**config.mk**
```make
export PLATFORM = sky130hd
export DESIGN_NAME = wishbone_arbiter
export DESIGN_NICKNAME = d
export VERILOG_FILES = /design/src/rtl/wishbone_arbiter.sv
export SDC_FILE = /design/constraint.sdc
export NUM_CORES = 1
export LEC_CHECK = 0
export CAP_MARGIN = 20
export CORE_AREA = 3 3 121 123
export CTS_CLUSTER_DIAMETER = 50
export DETAILED_ROUTE_END_ITERATION = 6
export DIE_AREA = 0 0 124 126
export REMOVE_ABC_BUFFERS = 1
export SLEW_MARGIN = 20
export SYNTH_ARGS = -nofsm -noshare
export SYNTH_HDL_FRONTEND = slang
export SYNTH_SLANG_ARGS = --single-unit
```
**constraint.sdc**
```tcl
create_clock -name clock -period 1.9 [get_ports clock]
set_clock_uncertainty 0.1 [all_clocks]
set_input_delay 0.38 -clock clock [delete_from_list [all_inputs] [get_ports clock]]
set_output_delay 0.38 -clock clock [all_outputs]
set_load 0.005 [all_outputs]
```
**src/rtl/wishbone_arbiter.sv**
```systemverilog
// Two-master Wishbone arbiter with round-robin contention, abort handling
// and a per-transfer watchdog that terminates stalled slave accesses.
module wishbone_arbiter #(
  parameter int unsigned DATA_SIZE      = 32,
  parameter int unsigned ADDR_SIZE      = 32,
  parameter int unsigned BYTE_SIZE      = 8,
  parameter int unsigned TIMEOUT_CYCLES = 255
) (
  input  logic                           clock,
  input  logic                           reset,
  // master 0
  input  logic                           m0_cyc,
  input  logic                           m0_stb,
  input  logic                           m0_we,
  input  logic [DATA_SIZE/BYTE_SIZE-1:0] m0_sel,
  input  logic [ADDR_SIZE-1:0]           m0_addr,
  input  logic [DATA_SIZE-1:0]           m0_dat_w,
  output logic [DATA_SIZE-1:0]           m0_dat_r,
  output logic                           m0_ack,
  output logic                           m0_err,
  // master 1
  input  logic                           m1_cyc,
  input  logic                           m1_stb,
  input  logic                           m1_we,
  input  logic [DATA_SIZE/BYTE_SIZE-1:0] m1_sel,
  input  logic [ADDR_SIZE-1:0]           m1_addr,
  input  logic [DATA_SIZE-1:0]           m1_dat_w,
  output logic [DATA_SIZE-1:0]           m1_dat_r,
  output logic                           m1_ack,
  output logic                           m1_err,
  // shared slave port
  output logic                           s_cyc,
  output logic                           s_stb,
  output logic                           s_we,
  output logic [DATA_SIZE/BYTE_SIZE-1:0] s_sel,
  output logic [ADDR_SIZE-1:0]           s_addr,
  output logic [DATA_SIZE-1:0]           s_dat_w,
  input  logic [DATA_SIZE-1:0]           s_dat_r,
  input  logic                           s_ack,
  // one-hot bus owner
  output logic [1:0]                     grant
);

  localparam int unsigned CNT_RAW = $clog2(TIMEOUT_CYCLES + 1);
  localparam int unsigned CNT_W   = (CNT_RAW < 1) ? 1 : CNT_RAW;
  localparam bit          WDT_EN  = (TIMEOUT_CYCLES != 0);
  localparam logic [CNT_W-1:0] CNT_LIMIT = CNT_W'(TIMEOUT_CYCLES);
  localparam logic [CNT_W-1:0] CNT_SAT   = '1;

  typedef enum logic [1:0] {
    IDLE = 2'd0,
    BUS0 = 2'd1,
    BUS1 = 2'd2
  } state_e;

  state_e           state_q;
  logic             last_grant_q;
  logic [CNT_W-1:0] wdt_q;

  logic req0;
  logic req1;
  logic own0;
  logic own1;
  logic cur_cyc;
  logic oth_req;
  logic timeout;

  assign req0  = m0_cyc & m0_stb;
  assign req1  = m1_cyc & m1_stb;
  assign grant = {own1, own0};

  // Decode the current owner and detect a watchdog expiry this cycle.
  always_comb begin
    own0    = (state_q == BUS0);
    own1    = (state_q == BUS1);
    cur_cyc = 1'b0;
    oth_req = 1'b0;
    if (own0) begin
      cur_cyc = m0_cyc;
      oth_req = req1;
    end else if (own1) begin
      cur_cyc = m1_cyc;
      oth_req = req0;
    end
    // An ack in the same cycle wins over the timeout; an abort suppresses it.
    timeout = WDT_EN && (own0 || own1) && cur_cyc && !s_ack && (wdt_q == CNT_LIMIT);
  end

  // Arbitration FSM, round-robin history and saturating watchdog.
  always_ff @(posedge clock) begin
    if (reset) begin
      state_q      <= IDLE;
      last_grant_q <= 1'b1;
      wdt_q        <= '0;
    end else begin
      case (state_q)
        IDLE: begin
          wdt_q <= '0;
          if (req0 && (!req1 || last_grant_q)) begin
            state_q <= BUS0;
          end else if (req1) begin
            state_q <= BUS1;
          end
        end
        BUS0, BUS1: begin
          if (s_ack) begin
            // Hand over directly only to the other master, never back to self.
            last_grant_q <= own1;
            wdt_q        <= '0;
            if (oth_req) begin
              state_q <= own0 ? BUS1 : BUS0;
            end else begin
              state_q <= IDLE;
            end
          end else if (!cur_cyc) begin
            state_q <= IDLE;
            wdt_q   <= '0;
          end else if (timeout) begin
            last_grant_q <= own1;
            state_q      <= IDLE;
            wdt_q        <= '0;
          end else if (wdt_q != CNT_SAT) begin
            wdt_q <= wdt_q + CNT_W'(1);
          end
        end
        default: begin
          state_q <= IDLE;
          wdt_q   <= '0;
        end
      endcase
    end
  end

  // Route the owner onto the slave port and the slave response back to it.
  always_comb begin
    s_cyc    = 1'b0;
    s_stb    = 1'b0;
    s_we     = 1'b0;
    s_sel    = '0;
    s_addr   = '0;
    s_dat_w  = '0;
    m0_ack   = 1'b0;
    m0_err   = 1'b0;
    m0_dat_r = '0;
    m1_ack   = 1'b0;
    m1_err   = 1'b0;
    m1_dat_r = '0;
    if (!reset) begin
      if (own0) begin
        s_cyc    = m0_cyc & ~timeout;
        s_stb    = req0 & ~timeout;
        s_we     = m0_we;
        s_sel    = m0_sel;
        s_addr   = m0_addr;
        s_dat_w  = m0_dat_w;
        m0_ack   = s_ack;
        m0_err   = timeout;
        m0_dat_r = s_dat_r;
      end else if (own1) begin
        s_cyc    = m1_cyc & ~timeout;
        s_stb    = req1 & ~timeout;
        s_we     = m1_we;
        s_sel    = m1_sel;
        s_addr   = m1_addr;
        s_dat_w  = m1_dat_w;
        m1_ack   = s_ack;
        m1_err   = timeout;
        m1_dat_r = s_dat_r;
      end
    end
  end

endmodule

```
# After elaboration in Yosys (flattened, before gate mapping)
# Cells that the tools add are included.
# classes
addsub	1
mul	0
div_mod_pow	0
order_cmp	0
eq_ne	6
n_shift	0
n_mux	48
bitwise_logic	9
reduce_logical	15
# ops
operator	n
32-bit 2-to-1 mux	11
1-bit 2-to-1 mux	26
2-bit 2-to-1 mux	7
4-bit 2-to-1 mux	3
8-bit by 1-bit adder with 8-bit output, second input constant	1
8-bit == test, second input constant	1
8-bit != test, second input constant	1
1-bit bitwise AND	6
5-bit OR reduction	1
1-bit logical AND	4
4-bit != test, second input constant	1
2-bit one-hot mux with 2 select lines	1
2-bit nonzero test	2
3-bit != test, second input constant	1
1-bit NOT	3
3-bit AND reduction	1
2-bit by 1-bit == test with 1-bit output, second input constant	1
2-bit == test, second input constant	1
1-bit logical NOT	2
2-bit logical NOT	1
1-bit logical OR	2
2-bit AND reduction	1
2-bit OR reduction	1
# word_totals
regBits	11
latch_bits	0
mem_bits_rw	0
romBits	0
input_bits	177
out_inout_bits	141
word_cells	82
memories	0

# Depth between registers and ports, before layout
# Gate-level depths: netlist of run 1.
# logic_depth
depth_word	11
mapped_depth	6
mapped_depth_nobuf	6

# Worst setup path before layout of run 1
# No wires, ideal clock.
# synth_path
path_kind	reg2out
from	register state_q[1]
to	output port s_addr[10]
arrival_time_ps	1532
required_ps	1420
path_slack_ps	-112
path_stages_with_launch	7
path_buffers	1
cell_sequence	dfxtp_1 > inv_1 > ha_1 > nand2b_1 > nor2_1 > clkbuf_1 > a22o_1
# synth_between
elab_cells_between_ends	5
classes_between	eq/ne (2); mux (3)
# synth_rtl
element	line	rtl
from (decl)	56	state_e state_q;
from (signal assigned)	111	state_q <= own0 ? BUS1 : BUS0;
2-bit by 1-bit == test with 1-bit output	74	own0 = (state_q == BUS0);
net own0	62	logic own0;
32-bit 2-to-1 mux	149	if (own0) begin
32-bit 2-to-1 mux	148	if (!reset) begin
to (decl)	36	output logic [ADDR_SIZE-1:0] s_addr,
# The timed path passes the listed nets, and every way through them passes these cells.

# Worst setup path after layout of run 1
# layout_path
from	register state_q[1]
to	output port s_dat_w[0]
# layout_between
elab_chain_cells	4
elab_cells_between_ends	5
classes_between	eq/ne (2); mux (3)
# layout_lines
element	line	rtl
2-bit == test	75	own1 = (state_q == BUS1);
32-bit 2-to-1 mux	159	end else if (own1) begin
32-bit 2-to-1 mux *	149	
32-bit 2-to-1 mux *	148	
to (decl)	37	output logic [DATA_SIZE-1:0] s_dat_w,
# Every way passes the cells marked *; elsewhere a longest branch is shown, timed or not.

==> results of run 1 <==
power groups by stage:
stage	Sequential (mW)	Clock, mW	Combinational, mW
after detailed placement	0.253	0	1.41
after global routing	0.254	0.419	1.98
after CTS	0.252	0.396	1.79
after floorplan	0.253	0	0.373
after global placement	0.252	0	1.41
final	0.253	0.393	1.88
registers in the layout (all words and copies together), names as in the netlist:
name	cells
wdt_q	8
state_q	2
last_grant_q	1
cell usage in the layout, fill, tap and decap left out, types with 4 or more instances in the layout:
cell type,instances
buf_4,30
clkdlybuf4s50_1,174
clkbuf_16,7
nor2_1,15
buf_6,83
a22o_4,11
buf_2,74
and2_4,31
dfxtp_1,9
dlygate4sd2_1,5
buf_12,13
buf_16,10
clkbuf_2,19
mux2i_1,4
a22o_1,58
and3_1,30
and3_4,5
buf_8,6
nand2_1,10
per-layer routing:
metal	routed length (um)	part of all wire, %	global-route usage (%)
met1	7413	40	27.26
met2	9002	49	36.91
met3	1740	9.5	5.029
met4	199	1.1	2.835
met5	22	0.12	0
metrics by stage:
step	util [%]	power (mW)	instance area, um^2	std cells	setup slack, ps
3_5_place_dp	39.67	1.665	5464	756	-853.5
6_report	47.17	2.528	6496	825	-443.6
2_1_floorplan	-	0.6264	1700	221	-2732
3_3_place_gp	39.67	1.660	5464	756	-866.6
5_1_grt	47.15	2.652	6494	824	-505.1
4_1_cts	45.92	2.438	6325	816	-481.5
worst min-delay path, cell delays in order, from the launching register on:
cell     delay, ps
dfxtp_1        310
nor2_1          90
mux2i_1         70
final cells by class:
type / count / area (um^2) / area share (%)
sequential: 11 / 225.2 / 3.467
antenna: 1 / 2.502 / 0.03852
multi-input combinational: 206 / 1800 / 27.72
clock buffer: 4 / 78.83 / 1.213
tap: 180 / 225.2 / 3.467
inverter: 4 / 17.52 / 0.2696
timing repair buffer: 419 / 4146 / 63.83
logic make-up after synthesis:
kind of cell,synth area share (%)
xor+xnor,2.406
buf+inv,7.422
compound gates,37.11
flops,12.10
mux,2.199
simple gates,35.33
fa+ha+maj,3.436
synth_stat cells (3+ instances only):
cell,number,area share [%]
xnor2_1,3,1.4
dfxtp_1,11,12
nor3_1,4,1.1
nor2_1,16,3.3
and3_1,35,12
nand2_1,11,2.3
nand3_1,4,1.1
ha_1,5,3.4
a22o_1,69,33
clkbuf_1,16,3.3
buf_2,9,2.5
mux2i_1,4,2.2
inv_1,4,0.82
o21ai_0,4,1.1
and2_1,34,12
worst paths after layout:
kind / depth (start not counted) / from / end / slack (ps)
worst max register to register: 8 / state_q[1]$_SDFFE_PP0P_ / last_grant_q$_SDFFE_PP1P_ / 40
worst min register to register: 2 / last_grant_q$_SDFFE_PP1P_ / last_grant_q$_SDFFE_PP1P_ / 420
worst min-delay path: 2 / last_grant_q$_SDFFE_PP1P_ / last_grant_q$_SDFFE_PP1P_ / 420
worst max-delay path: 10 / state_q[1]$_SDFFE_PP0P_ / s_dat_w[0] / -440
repair_timing:
| action | 4_1_cts | 5_1_grt |
|---|---|---|
| cloned | 12 | 5 |
| setup buffers | 47 | 13 |
| setup endpoints to repair | 142 | 144 |
| gates resized for setup | 624 | 105 |
| pin swaps | 46 | 47 |
==> impl_results.md, run 1 <==
* Filler Cells Inserted at 1326
* DRC viols at 0
* WP data required at 1420 ps
* Die footprint at 0.01562 mm^2
* Crit. End Element: output port
* GRT Total Usage at 21.26%
* Unique masters post-synth at 30
* Comb pwr share at 74.4%
* DP Wirelength at 13260 um
* Syn Area/Cell at 7.341 um^2
* Power Internal at 1.726 mW
* Vias at 3679
* CP Cell Sequence: buf_4 -> ha_4 -> nand2b_4 -> nor2_4 -> clkbuf_16 -> buf_12 -> buf_6 -> buf_6 -> a22o_1 -> buf_2
* Clock sinks at 11
* Routed vias/inst at 4.459
* Hold-fix buffer count after cts at 0
* Worst vdd ir at 0.2513 mV
* Ports at 318
* Num rows at 43
* Crit path time final at 2344 ps
* Clock tree root driver cell: clkbuf_16
* Drt first-iter violations at 158
* Slew margin rel. at 75.33%
* Net Switching at 0.8017 mW
* Global-route wire length before repair at 24740 um
* Synth Warn # at 0
* Final setup vio count at 139
* Initial Utilization at 13.22%
* Violated checks: setup timing
* Hold Fails Final Rpt at 0
* Port buffer count at 317
* Post-synth ARST share at 0%
* Synth Flop Type: dfxtp_1
* Largest net degree at the start of global routing at 38
* Max Buffers Root-to-Sink at 2
* Worst-Margin Slew at 367.3 ps
* Status: finished with violations
* Die height at 126 um
* Die W at 124 um
* Startpoint Class: flop
* Layout cells sized above 1 at 48.29%
* Final Slew Violations at 0
* Max-cap violations at 0
* Wire per inst at 22.28 um
* Grt total ovfl at 0
* CTS tree: built
* RSZ-0062 raised after global routing: true
* Setup_tns at -41120 ps
* Sw Ratio at 31.71%
* Final nets at 827
* Max Freq at 0.4267 GHz
* Flop pwr share at 10.0%
* Pwr/cell area at 389.1 mW/mm^2
* Core area at 0.01377 mm^2
* Post-Syn Instances at 248
* Layout area overhead at 256.8%
* Clk pin slew, worst setup/hold paths at 50 ps
* Max FO, Critical Path at 3
* Antenna violations before repair at 2
* Critical path class: reg2out
* Clock share of power at 15.6%
* Slowest stage delay, CP at 320 ps
* Hold Slack at 417.7 ps
* Final WS setup at -443.6 ps
* H-tree depth at 1
* Yosys reg bits at 11
* Synth Cell Area at 0.001820 mm^2
* Worst Hold Class: reg2reg
* Total CTS buffers at 3
* Worst Path Buf+Inv at 6
* Worst-Skew Late Latency at 240 ps
* Part of the Yosys area used for sequential elements at 12.10%
* Crit share post-route at 123.3%
* Final ANT Viol Nets at 0
* Gpl congestion at 0.8720
* Vias in the first global route at 3780
* Slowest cell on crit path: dfxtp_2
* Initial DRT Pass Iterations at 4
* P_leak at 3.113 nW
* Critical Path AT at 1860 ps
* Cell mode on critical path: buf_6
* Final WL at 18380 um
* Top delay family on crit path: buffers and inverters
* EDFF count, synth at 0
Note: power is estimated with default switching activity, not from simulation.
==> run 2: changes to the inputs <==
--- a/config.mk
+++ b/config.mk
@@ -15,3 +15,4 @@
 export SYNTH_ARGS = -nofsm -noshare
 export SYNTH_HDL_FRONTEND = slang
 export SYNTH_SLANG_ARGS = --single-unit
+export TNS_END_PERCENT = 100
==> results of run 2 <==
Final layout, timing and power as in run 1 (identical DEF).
==> run 3: changes to the inputs <==
--- a/config.mk
+++ b/config.mk
@@ -6,10 +6,13 @@
 export NUM_CORES = 1
 export LEC_CHECK = 0
 export CAP_MARGIN = 20
-export CORE_AREA = 3 3 121 123
+export CELL_PAD_IN_SITES_DETAIL_PLACEMENT = 0
+export CELL_PAD_IN_SITES_GLOBAL_PLACEMENT = 1
+export CORE_MARGIN = 3
+export CORE_UTILIZATION = 11
 export CTS_CLUSTER_DIAMETER = 50
 export DETAILED_ROUTE_END_ITERATION = 6
-export DIE_AREA = 0 0 124 126
+export PLACE_DENSITY_LB_ADDON = 0.1
 export REMOVE_ABC_BUFFERS = 1
 export SLEW_MARGIN = 20
 export SYNTH_ARGS = -nofsm -noshare
==> run 3 against run 2 <==
The flow still finishes with violations (setup timing). First-iteration DRC count decreased by 37%. Critical path depth unchanged. Worst setup slack better by 76 ps. Via count fell by 4.3%. Core utilization shrank 7.3 points. Combinational power is 4% lower. Sequential cell count unchanged. Clock power about the same. Worst hold slack lost 5.0 ps. Register-to-register slack worse by 20 ps. Cell count up 3.5%. Wire length up 1.6%. Critical path type unchanged.
==> impl_results.md, run 3 (same netlist as run 1, synthesis figures left out) <==
* Status: finished with violations
* Violated checks: setup timing
* WP data required at 1420 ps
* Drt first-iter violations at 99
* Pwr/cell area at 384.1 mW/mm^2
* Die height at 134.6 um
* Slew margin rel. at 82.69%
* Initial DRT Pass Iterations at 4
* Num rows at 46
* Hold Fails Final Rpt at 0
* DRC viols at 0
* Die footprint at 0.01813 mm^2
* Layout cells sized above 1 at 47.10%
* Critical Path AT at 1790 ps
* DP Wirelength at 14640 um
* Pre-CTS WS at -860.4 ps
* Clock sinks at 11
* Clock tree root driver cell: clkbuf_16
* Final setup vio count at 139
* Antenna violations before repair at 3
* Global-route wire length before repair at 25010 um
* Hold Path Origin: last_grant_q$_SDFFE_PP1P_
* Slowest cell on crit path: dfxtp_2
* Layout area overhead at 251.6%
* Initial Utilization at 11.34%
* Hold Path Stages at 2
* CP Cell Sequence: inv_2 -> ha_4 -> nand2b_4 -> nor2_4 -> buf_12 -> buf_6 -> buf_6 -> buf_16 -> a22o_1 -> buf_2
* FF-to-FF path depth at 8
* Final Non-Filler Cells at 854
* Crit path time final at 2268 ps
* Final nets at 820
* RR Startpoint: state_q[1]$_SDFFE_PP0P_
* P_leak at 2.975 nW
* Wire per inst at 21.86 um
* Cell mode on critical path: buf_6
* Gpl congestion at 0.8001
* Largest net degree at the start of global routing at 19
* Commonest non-fill, non-tap cell in the layout: clkdlybuf4s50_1
* Port buffer count at 317
* RSZ-0062 raised after global routing: true
* Max-cap violations at 0
* Startpoint Class: flop
* Hold Slack at 412.7 ps
* Core area at 0.01606 mm^2
* Worst-Margin Slew at 259.6 ps
* Crit share post-route at 119.4%
* CTS tree: built
* Critical path class: reg2out
* Vias in the first global route at 3474
* Clk pin slew, worst setup/hold paths at 40 ps
* Worst vdd ir at 0.3718 mV
* Ports at 318
* Max reg flops at 8
* Worst-Skew Late Latency at 240 ps
* Worst Setup SP: state_q[1]$_SDFFE_PP0P_
* Commonest cells after routing, fill and taps aside: 174 x clkdlybuf4s50_1, 91 x buf_2, 70 x buf_6
* Pwr Total at 2.459 mW
* Die W at 134.6 um
* Max Buffers Root-to-Sink at 2
* Top reg by flops: wdt_q
* Final Slew Violations at 0
* Biggest regs: wdt_q (8), state_q (2), last_grant_q (1)
* Vias at 3522
* Max Freq at 0.4410 GHz
* H-tree depth at 1
* Grt total ovfl at 0
* GRT Total Usage at 18.66%
* Total CTS buffers at 3
* Final Core Density at 39.86%
* Routed vias/inst at 4.124
* DP Cell Count at 802
* Worst Hold Class: reg2reg
* Final ANT Viol Nets at 0
* Slowest stage delay, CP at 320 ps
* Final WS setup at -367.7 ps
* Crit. End Element: output port
* Final WL at 18670 um
* Max FO, Critical Path at 6
==> run 3: changes by cell type in the layout (fill, tap and decap cells not counted), moves of 8 or more <==
cell	change
and2_4	-9
a22o_1	+11
clkbuf_2	-17
a22o_4	-11
buf_2	+17
buf_4	+8
and2_1	+9
buf_6	-13
and3_4	+13
and3_1	-13
==> run 3: routing by layer <==
layer	vias to the layer above	GRT usage, %	part of all wire [%]
li1	1720	-	-
met1	1652	20.25	36
met2	130	37.35	57
met3	16	3.912	6.3
met4	4	2.828	1.2
met5	-	0	0.14
==> run 3: timing repair <==
item                                    in CTS  in global routing
hold buffers                                 0                  0
cloned                                      13                  3
pin swaps                                   70                 24
gates resized for setup                    636                 97
buffers inserted                            35                  8
endpoints found under the setup margin     152                147
==> run 3: path summary, 6_finish.rpt <==
| check | endpoint | slack, ps |
|---|---|---|
| hold / removal | last_grant_q$_SDFFE_PP1P_ | 410 |
| hold reg to reg | last_grant_q$_SDFFE_PP1P_ | 410 |
| setup reg to reg | last_grant_q$_SDFFE_PP1P_ | 20 |
| setup / recovery | s_addr[3] | -370 |
==> run 3: final cells by class <==
class	instances	area, um^2
Timing Repair Buffer	412	4053
Clock buffer	4	78.83
Sequential cell	11	225.2
Tap cell	216	270.3
Antenna cell	1	2.502
Fill cell	1627	9657
Multi-Input combinational cell	206	1757
Inverter	4	15.01
==> run 3: per-stage QoR <==
step / setup TNS (ps) / instance area (um^2)
finish: -35990 / 6401
global route: -45730 / 6399
CTS: -39210 / 6077
detailed placement: -92400 / 5644
global placement: -90930 / 5644
floorplan: -286210 / 1700
==> run 3: critical path, delay by kind of cell, from the launching register on <==
| kind | cells | cell delay (ps) |
|---|---|---|
| flops | 1 | 320 |
| compound gates | 1 | 170 |
| buf+inv | 6 | 690 |
| fa+ha+maj | 1 | 160 |
| simple gates | 2 | 180 |
==> run 3: where the power goes <==
part	total (mW)	switching [mW]	leakage, nW	internal (mW)
Sequential	0.252	0.00860	0.0901	0.243
Combinational	1.81	0.650	2.85	1.16
Clock	0.395	0.112	0.0382	0.283
Total	2.46	0.771	2.98	1.69
==> patch, RTL diff (flow settings as in run 2) <==
The parameter `TIMEOUT_CYCLES` goes from 255 to 510.
--- a/src/rtl/wishbone_arbiter.sv
+++ b/src/rtl/wishbone_arbiter.sv
@@ -4,7 +4,7 @@
   parameter int unsigned DATA_SIZE      = 32,
   parameter int unsigned ADDR_SIZE      = 32,
   parameter int unsigned BYTE_SIZE      = 8,
-  parameter int unsigned TIMEOUT_CYCLES = 255
+  parameter int unsigned TIMEOUT_CYCLES = 510
 ) (
   input  logic                           clock,
   input  logic                           reset,
Behaviour: no difference found for any inputs over 4 cycles, from zero or initial values and one cycle with reset high; that may be too few to reach the edited logic, so the function may still have changed.
==> patch against run 2 <==
- routed wire length shrank 0.96%
- worst setup slack got worse by 0.029 ns
- final area rose by 2.0%
- hold slack gained 0.020 ns
- critical path depth is 1 lower
- sequential cell count up 1
- the flow still finishes with violations (setup timing)
- power down 1.8%
- area after synthesis increased by 8.2%
==> patch: results (changes against run 2) <==
- Outcome: complete, but fails checks
- Failing checks: setup timing
- Largest net degree at the start of global routing: 28 (-26%)
- Synthesized flop and latch total: 12 (+1)
- M1 WL: 7.272 mm (-1.9%)
- Worst-path maximum fanout: 6 (+3)
- FF+latch area: 247.7 µm² (+10%)
- Vias per cell: 4.435 (-0.55%)
- Static leakage: 3.037 nW (-2.4%)
- Setup TNS: -51.02 ns (-9.898 ns)
- Setup-failing EPs final: 146 (+5.0%)
- Vias in the first global route: 3638 (-3.8%)
- Met2 WL post-DR: 9.004 mm (about the same)
- Relative slew slack: 75.40% (about the same)
- Count of plain and timing-repair buffers: 401 (-4.3%)
- Multi-input gates: 210 (+1.9%)
- CP arrival: 1.89 ns (+0.03 ns)
- Finished Layout Cells: 814 (-1.3%)
- Switching Share: 30.60% (-1.1 points)
- PnR worst setup slack: -0.4723 ns (-0.02869 ns)
- # resized after CTS: 672 (+7.7%)
- GP Congestion: 0.8955 (+2.7%)
- Met3 Wirelength: 1.530 mm (-12%)
- Met1 Use GR: 26.04% (-1.2 points)
- Seq pwr: 280 µW (+11%)
- DRC violation total after the first TritonRoute iteration: 120 (-24%)
- Dpl hpwl: 12.91 mm (-2.6%)
- Final Cell Area: 0.006629 mm² (+2.0%)
- Net Sw Power: 759.8 µW (-5.2%)
- Met3 usage: 5.703% (+0.67 points)
- Non-clk buf share: 62.82% (-1.0 points)
- Gr usage total: 21.25% (about the same)
- Cell count after synthesis: 253 (+2.0%)
- Final net count: 817 (-1.2%)
- Adder-cell share of the synthesized area: 4.447% (+1.0 points)
- Footprint of the multi-input gates: 0.001874 mm² (+4.1%)
-- patch: cell types whose count changed after synthesis, moves of 2 or more --
cell | run 2 | this run
and2_1 | 34 | 67
and3_1 | 35 | 2
clkbuf_1 | 16 | 8
buf_4 | 2 | 9
nand2_1 | 11 | 5
nor3_1 | 4 | 1
a22oi_1 | 0 | 2
ha_1 | 5 | 7
nand4b_1 | 0 | 2
o21ai_0 | 4 | 2
-- patch: path summary, 6_finish.rpt --
| check | to | slack, ns | from | cells after the start |
|---|---|---|---|---|
| worst max-delay path | s_addr[5] | -0.47 | state_q[1] | 9 |
| worst min register to register | last_grant_q | 0.44 | last_grant_q | 1 |
| worst min-delay path | last_grant_q | 0.44 | last_grant_q | 1 |
| worst max register to register | state_q[1] | -0.08 | state_q[1] | 10 |
-- patch: critical path, cell delays in order, from the launching register on --
cell     delay [ns]
dfxtp_4        0.38
inv_4          0.04
ha_4           0.17
buf_6          0.11
nor2b_4        0.13
buf_6          0.15
buf_12         0.13
buf_16         0.13
a22o_4         0.27
buf_6          0.12
